**config.mk**
```make
export PLATFORM = sky130hd
export DESIGN_NAME = fetch_ctrl
export DESIGN_NICKNAME = d
export VERILOG_FILES = /design/src/rtl/fetch_pkg.sv /design/src/rtl/fetch_adder.sv /design/src/rtl/fetch_ctrl.sv
export SDC_FILE = /design/constraint.sdc
export NUM_CORES = 1
export LEC_CHECK = 0
export CAP_MARGIN = 15
export CELL_PAD_IN_SITES_DETAIL_PLACEMENT = 1
export CELL_PAD_IN_SITES_GLOBAL_PLACEMENT = 1
export CORE_MARGIN = 1.5
export CORE_UTILIZATION = 42
export DETAILED_ROUTE_END_ITERATION = 7
export GPL_TIMING_DRIVEN = 1
export PLACE_DENSITY = 0.93
export SLEW_MARGIN = 5
export SYNTH_ARGS = -nofsm -noshare
export SYNTH_HDL_FRONTEND = slang
export SYNTH_SLANG_ARGS = --single-unit
```
**constraint.sdc**
```tcl
create_clock -name clk -period 23.2 [get_ports clk]
set_input_delay 3.48 -clock clk [delete_from_list [all_inputs] [get_ports clk]]
set_output_delay 3.48 -clock clk [all_outputs]
set_load 0.03 [all_outputs]
```
**src/rtl/fetch_pkg.sv**
```systemverilog
// Shared types and constants for the fetch-stage controller.
package fetch_pkg;

    // IDLE: post-reset launch, REQ: request in flight, HOLD: buffer full,
    // DROP: request in flight whose response will be squashed by a redirect.
    typedef enum logic [1:0] {
        IDLE = 2'd0,
        REQ  = 2'd1,
        HOLD = 2'd2,
        DROP = 2'd3
    } fetch_state_t;

    localparam logic [63:0] INSTR_BYTES = 64'd4;
    localparam int unsigned PERF_W      = 32;

    // Saturating increment for the event counters.
    function automatic logic [PERF_W-1:0] sat_inc(input logic [PERF_W-1:0] v);
        return (&v) ? v : v + PERF_W'(1);
    endfunction

endpackage

```
**src/rtl/fetch_adder.sv**
```systemverilog
// Plain modulo-2^W adder used for the sequential PC increment.
module fetch_adder #(
    parameter int unsigned W = 64
) (
    input  logic [W-1:0] a_i,
    input  logic [W-1:0] b_i,
    output logic [W-1:0] sum_o
);

    // Carry-out is deliberately dropped so the PC wraps.
    assign sum_o = a_i + b_i;

endmodule

```
**src/rtl/fetch_ctrl.sv**
```systemverilog
// Fetch-stage sequencing controller: owns the PC, runs the imem req/ack
// handshake, applies redirects and holds one instruction for decode.
// Optional event counters are built when FETCH_CTRL_PERF_EN is defined.
module fetch_ctrl
    import fetch_pkg::*;
#(
    parameter logic [63:0] RESET_PC = 64'h0,
    parameter int unsigned INSTR_W  = 32
) (
    input  logic               clk,
    input  logic               reset,
    input  logic               PCSrc_F,
    input  logic [63:0]        PCBranch_F,
    input  logic               stall_D,
    output logic               imem_req,
    output logic [63:0]        imem_addr_F,
    input  logic               imem_ack,
    input  logic [INSTR_W-1:0] imem_rdata,
`ifdef FETCH_CTRL_PERF_EN
    output logic [PERF_W-1:0]  perf_fetched,
    output logic [PERF_W-1:0]  perf_dropped,
`endif
    output logic               instr_valid_F,
    output logic [INSTR_W-1:0] instr_F,
    output logic [63:0]        pc_F
);

    fetch_state_t        state_q, state_d;
    logic [63:0]         pc_q, pc_d;
    logic [63:0]         tgt_q, tgt_d;
    logic [63:0]         pc_f_q, pc_f_d;
    logic [INSTR_W-1:0]  instr_q, instr_d;
    logic                valid_q, valid_d;
    logic                req_q, req_d;
    logic [63:0]         pc_next;
    logic                fetched_ev;
    logic                dropped_ev;

    fetch_adder #(
        .W (64)
    ) u_pc_inc (
        .a_i   (pc_f_q),
        .b_i   (INSTR_BYTES),
        .sum_o (pc_next)
    );

    // Next-state and datapath decode; redirect outranks every other event.
    always_comb begin
        state_d    = state_q;
        pc_d       = pc_q;
        tgt_d      = tgt_q;
        pc_f_d     = pc_f_q;
        instr_d    = instr_q;
        valid_d    = valid_q;
        req_d      = req_q;
        fetched_ev = 1'b0;
        dropped_ev = 1'b0;

        unique case (state_q)
            IDLE: begin
                state_d = REQ;
                req_d   = 1'b1;
                pc_d    = PCSrc_F ? PCBranch_F : RESET_PC;
            end
            REQ: begin
                if (imem_ack && !PCSrc_F) begin
                    instr_d = imem_rdata;
                    pc_f_d  = pc_q;
                    valid_d = 1'b1;
                    req_d   = 1'b0;
                    state_d = HOLD;
                end else if (imem_ack) begin
                    // Response lands together with a redirect: drop it, reissue.
                    pc_d       = PCBranch_F;
                    dropped_ev = 1'b1;
                end else if (PCSrc_F) begin
                    // Cannot abandon the handshake; park the target until ack.
                    tgt_d   = PCBranch_F;
                    state_d = DROP;
                end
            end
            DROP: begin
                if (imem_ack) begin
                    pc_d       = PCSrc_F ? PCBranch_F : tgt_q;
                    state_d    = REQ;
                    dropped_ev = 1'b1;
                end else if (PCSrc_F) begin
                    tgt_d = PCBranch_F;
                end
            end
            HOLD: begin
                if (PCSrc_F) begin
                    valid_d    = 1'b0;
                    pc_d       = PCBranch_F;
                    req_d      = 1'b1;
                    state_d    = REQ;
                    dropped_ev = 1'b1;
                end else if (!stall_D) begin
                    valid_d    = 1'b0;
                    pc_d       = pc_next;
                    req_d      = 1'b1;
                    state_d    = REQ;
                    fetched_ev = 1'b1;
                end
            end
            default: begin
                state_d = IDLE;
            end
        endcase
    end

    // State and datapath registers; reset clears everything asynchronously.
    always_ff @(posedge clk or posedge reset) begin
        if (reset) begin
            state_q <= IDLE;
            pc_q    <= RESET_PC;
            tgt_q   <= RESET_PC;
            pc_f_q  <= RESET_PC;
            instr_q <= '0;
            valid_q <= 1'b0;
            req_q   <= 1'b0;
        end else begin
            state_q <= state_d;
            pc_q    <= pc_d;
            tgt_q   <= tgt_d;
            pc_f_q  <= pc_f_d;
            instr_q <= instr_d;
            valid_q <= valid_d;
            req_q   <= req_d;
        end
    end

    assign imem_req      = req_q;
    assign imem_addr_F   = pc_q;
    assign instr_valid_F = valid_q;
    assign instr_F       = instr_q;
    assign pc_F          = pc_f_q;

`ifdef FETCH_CTRL_PERF_EN
    logic [PERF_W-1:0] fetched_q;
    logic [PERF_W-1:0] dropped_q;

    // Saturating event counters for consumed and discarded instructions.
    always_ff @(posedge clk or posedge reset) begin
        if (reset) begin
            fetched_q <= '0;
            dropped_q <= '0;
        end else begin
            if (fetched_ev) fetched_q <= sat_inc(fetched_q);
            if (dropped_ev) dropped_q <= sat_inc(dropped_q);
        end
    end

    assign perf_fetched = fetched_q;
    assign perf_dropped = dropped_q;
`else
    logic unused_ev;
    assign unused_ev = fetched_ev ^ dropped_ev;
`endif

endmodule

```
### Word level (Yosys, flattened, before mapping)

Cells that the tools add are included.

* register bits after elaboration: 228
* input port bits: 101
* output and inout bits: 162
* word-level logic and storage cells: 56

* add/sub/neg operators: 1
* equality and inequality tests: 10
* muxes and demuxes: 26
* reductions and logical operators: 12

Operators with widths (number)
* 2-to-1 mux 64 bit: 9
* case mux 64 bit (4 select lines): 1
* case mux 64 bit (2 select lines): 1
* adder 64 x 3 -> 64 bit (second input constant): 1
* 2-to-1 mux 2 bit: 6
* inequality test 3 bit (second input constant): 3
* inequality test 2 bit (second input constant): 4
* case mux 2 bit (4 select lines): 1
* AND reduction 4 bit: 2
* 2-to-1 mux 1 bit: 6
* AND reduction 3 bit: 2
* equality test 2 bit (second input constant): 2
* AND reduction 2 bit: 2
* nonzero test 2 bit: 2
* case mux 1 bit (3 select lines): 1
* nonzero test 3 bit: 1
* equality test 2 x 1 -> 1 bit (second input constant): 1
* zero test 2 bit: 1
* case mux 1 bit (2 select lines): 1
* logical AND 1 bit: 1
* zero test 1 bit: 1

### Logic depth before layout (Yosys ltp)

* depth in word-level cells: 4
* depth in mapped cells: 9
* depth with buffers taken out: 7

### Cells and area by module

Synthesis repeated with hierarchy kept, for this count alone.

* cell total of the unflattened synthesis: 1295
* area total of the unflattened synthesis: 13738.2 um^2

Modules (own cells, without submodules)
* fetch_ctrl: times used 1, cells an instance 741, area each 9815.7 um^2, seq. area each 5705.5 um^2
* fetch_adder: times used 1, cells an instance 554, area each 3922.5 um^2, seq. area each 0.0 um^2

### Least setup slack after synthesis

No wires, ideal clock.

* path kind: input-to-reg
* start point: input PCSrc_F
* end point: register pc_q[23], in the netlist imem_addr_F[23]
* setup time: 0.104 ns
* arrival time: 4.740 ns
* required time: 23.096 ns
* path slack: 18.357 ns
* cell stages on the path: 7
* path buffers: 3
* path through: buf_2 -> o21ai_0 -> a22oi_1 -> clkbuf_1 -> buf_2 -> nor2_1 -> a221oi_1

* cells in the longest elaborated chain, start to end: 4
* elaborated cells between the ends (all ways): 10
* those cells by class: eq/ne: 2; mux: 5; reduce/logical: 3

Ends and longest elaborated chain
* from (decl): RTL line fetch_ctrl.sv:12 `input logic PCSrc_F,`
* zero test 1 bit: RTL line fetch_ctrl.sv:66 `if (imem_ack && !PCSrc_F) begin`
* logical AND 1 bit: RTL line fetch_ctrl.sv:66
* inequality test 2 bit (no source line)
* AND reduction 4 bit (no source line)
* to (signal assigned): RTL line fetch_ctrl.sv:124 `pc_q <= pc_d;`
* to (decl): RTL line fetch_ctrl.sv:29 `logic [63:0] pc_q, pc_d;`

Parallel ways exist; a longest one is shown, timed or not. The select of a mux whose other input is x is not followed.
A chain may end at the register's enable or synchronous reset.

### Worst setup path after layout

* start point: input PCSrc_F
* end point: register pc_q[18], in the netlist imem_addr_F[18]

Same word-level chain as after synthesis.

==> metrics <==
Fill cells=2731; CP Launch Point=PCSrc_F; Cells after Synth=1010; vias=9794; Pins Over Slew Limit=0; Clk Latency, worst-skew pair=0.54 ns; sequential area share after synthesis=50.9%; Longest Clk Path Bufs=3; Post-Synth Simple-Gate Area=12.5%; crit path time final=5.92 ns; chip width=166 um; type of the worst setup path=primary input to register; die area=27700 sq um; Hold Path End=tgt_q[37]; Synth Warn #=0; gr usage total=28.5%; max-cap violations=0; RSZ-0062 raised after global routing=false; clock share of power=23.7%; worst hold slack=0.501 ns; largest net degree at the start of global routing=155; CTS sink count=228; Seq cells post-synth=228; cts repair resizes=0; failing checks=DRC; Placed Cells=1552; worst r2r src=state_q[0]; Arr. time, crit path=6.32 ns; Int Pwr=1.13 mW; TritonCTS Buffers=27; Syn Area/Cell=11.1 sq um; cell chosen for the clock root=clkbuf_16; total grt overflow=0; sequential share of power=36.6%; status=complete, but fails checks; Final GP Congestion=0.834; post-route setup TNS=0 ns; worst hold path class=register to register; Die Span Y=166 um; EDFF count, synth=0; first-pass GRT wire length=62.4 mm; HP Start=tgt_q[37]; power per cell area=124 nW/um^2; Worst R2R Setup Slack=19.21 ns; Starting Density=42.9%; I/O Buffers=262; fin crit share=25.5%; number of global-route vias before repair=10708; First DRT Iteration DRCs=781; Post-Synth Adder-Cell Area=0.201%; Async SR Flop Fraction=100%; Area Growth Syn to Fin=34.5%; CTS Hold Bufs=0; Yosys cell types=55; Clk pin slew, worst setup/hold paths=0.06 ns; leakage=5.95 nW; Compound-Gate Fraction of Synth Area=13.4%; post-synth net total=1112; DPL Wire Length=26.2 mm; Setup crit start kind=primary input; Final nets=1350; worst reg2reg path depth=4; # DRC=26; Comb power frac=39.8%; TritonCTS clock tree=done; Sw Share=39.8%; # IOs=263; WHS Path Cells=1; htree depth=1; layout cells sized above 1=18.7%; Routed Antenna Nets=0; worst clock skew=0.0244 ns; Finished Layout Cells=1610; mux contribution to synthesized area=15.4%; WL final=39.7 mm; Req. time, crit path=23.60 ns; Max-slew headroom=19.3%; net switching power=747 uW; Post-CTS Setup Repair Bufs=0; Worst IR Drop VDD=0.0753 mV; FF+latch area=5710 sq um; largest family of logic cells by synthesized area=multiplexers; Via density=6.08; Main synth FF type=dfrtp_1; DR pass1 iterations=8; Fin. Hold Viols=0; Setup crit end kind=register; row cnt=59; fmax=169 MHz; Overall Power=1.88 mW; crit-path max FO=74; Synth Cell Area=11200 sq um; Util after Layout=57.7%; r2r endpoint=instr_F[28]; core area=26100 sq um; XOR/XNOR Fraction of Synth Area=4.45%; initial antenna violation count=7; slew at the pin with the worst max-slew slack=1.21 ns; footprint of the multi-input gates=5190 sq um; Final Setup Violations=0; drt wl/cell=24.6 um
==> layout make-up <==
cell class              count  share of cell area, %
well taps                 335                   2.78
clock inverters             9                  0.822
multi-input cells         699                   34.4
inverters                  16                  0.448
diodes                      6                 0.0996
clock buffers              41                   5.36
flip-flops and latches    228                   37.9
repair buffers            276                   18.2
==> kinds of logic (layout without fill, tap and decap cells) <==
logic type,count (synthesis),after routing
and+or+nand+nor,268,268
buffers and inverters,83,342
other,0,6
muxes,154,154
AOI/OAI and AO/OA,218,218
DFF,228,228
adders and majority gates,2,2
xor gates and xnor gates,57,57
==> state kept, by name, summed over array words and instances (netlist names) <==
signal and cells:
pc_F 64, instr_valid_F 1, state_q 2, instr_F 32, imem_req 1, tgt_q 64
imem_addr_F 64
==> cells in the mapped netlist (all sizes together), types with 2 or more instances <==
cell type,number,area (sq um)
dfrtp,228,5710
mux2,150,1690
nand2,82,308
o21ai,70,350
nor2,61,229
xnor2,46,403
clkbuf,39,146
a221oi,34,298
nand3,34,193
buf,28,140
a21oi,27,135
a22o,25,219
and3,22,138
nand4,20,138
nor3,18,105
inv,15,56.3
a211oi,11,82.6
nor4,11,133
xor2,11,96.3
a222oi,10,100
o22ai,10,62.6
a221o,7,70.1
a22oi,5,37.5
and4,5,43.8
mux2i,4,40.0
nor3b,4,40.0
o31ai,4,30.0
a31oi,3,18.8
a21boi,2,15.0
nand2b,2,12.5
nor2b,2,12.5
o21a,2,15.0
o31a,2,17.5
o41ai,2,17.5
or2,2,12.5
or3,2,12.5
or4b,2,20.0
==> worst max-delay path, cell delays in order <==
cell     delay [ns]
buf_2          0.08
buf_4          0.68
o21ai_0        0.28
a22oi_2        0.83
buf_4          0.48
nand3_1        0.16
a21oi_1        0.14
nor3_1         0.07
==> power groups by stage <==
stage               Clock (mW)  Sequential (mW)  Combinational, mW
floorplan                    0            0.842              0.234
global placement             0            0.671              0.717
detailed placement           0            0.686              0.738
CTS                      0.451            0.682              0.747
global route             0.464            0.704              0.783
finish                   0.444            0.686              0.746
==> worst max-delay path by stage <==
stage | endpoint | slack, ns | cells past startpoint
floorplan | imem_addr_F[0] | 13.47 | 1
global placement | imem_addr_F[36] | 16.95 | 8
detailed placement | imem_addr_F[39] | 16.83 | 8
CTS | imem_addr_F[39] | 17.40 | 8
global route | imem_addr_F[30] | 17.15 | 8
finish | imem_addr_F[18] | 17.28 | 8
==> layout by cell type (no fill, tap or decap), drive strengths merged, types with 5 or more instances in the layout <==
master / n
a211oi: 11
buf: 15
a21oi: 27
nand2: 82
mux2: 150
o22ai: 10
and4: 5
a222oi: 10
dfrtp: 228
clkbuf: 41
nor4: 11
a221oi: 34
and3: 22
xor2: 11
nand4: 20
nand3: 34
o21ai: 70
inv: 16
clkdlybuf4s50: 261
nor3: 18
a22o: 25
xnor2: 46
a22oi: 5
clkinv: 6
a221o: 7
diode: 6
nor2: 61
==> per-stage QoR <==
step                      cell area, sq um  setup slack, ns
after floorplan                      11200            13.47
after global placement               14100            16.95
after detailed placement             14100            16.83
after CTS                            15000            17.40
after global routing                 15100            17.15
final                                15100            17.28
==> metal layers <==
| metal | global-route usage (%) | vias up | routed length, um |
|---|---|---|---|
| met5 | 0 | - | 14 |
| met4 | 12.7 | 2 | 1620 |
| met3 | 6.51 | 122 | 3100 |
| met2 | 48.1 | 457 | 19500 |
| met1 | 34.8 | 4997 | 15400 |
| li1 | - | 4216 | - |
Power figures use the tool's default switching activity.
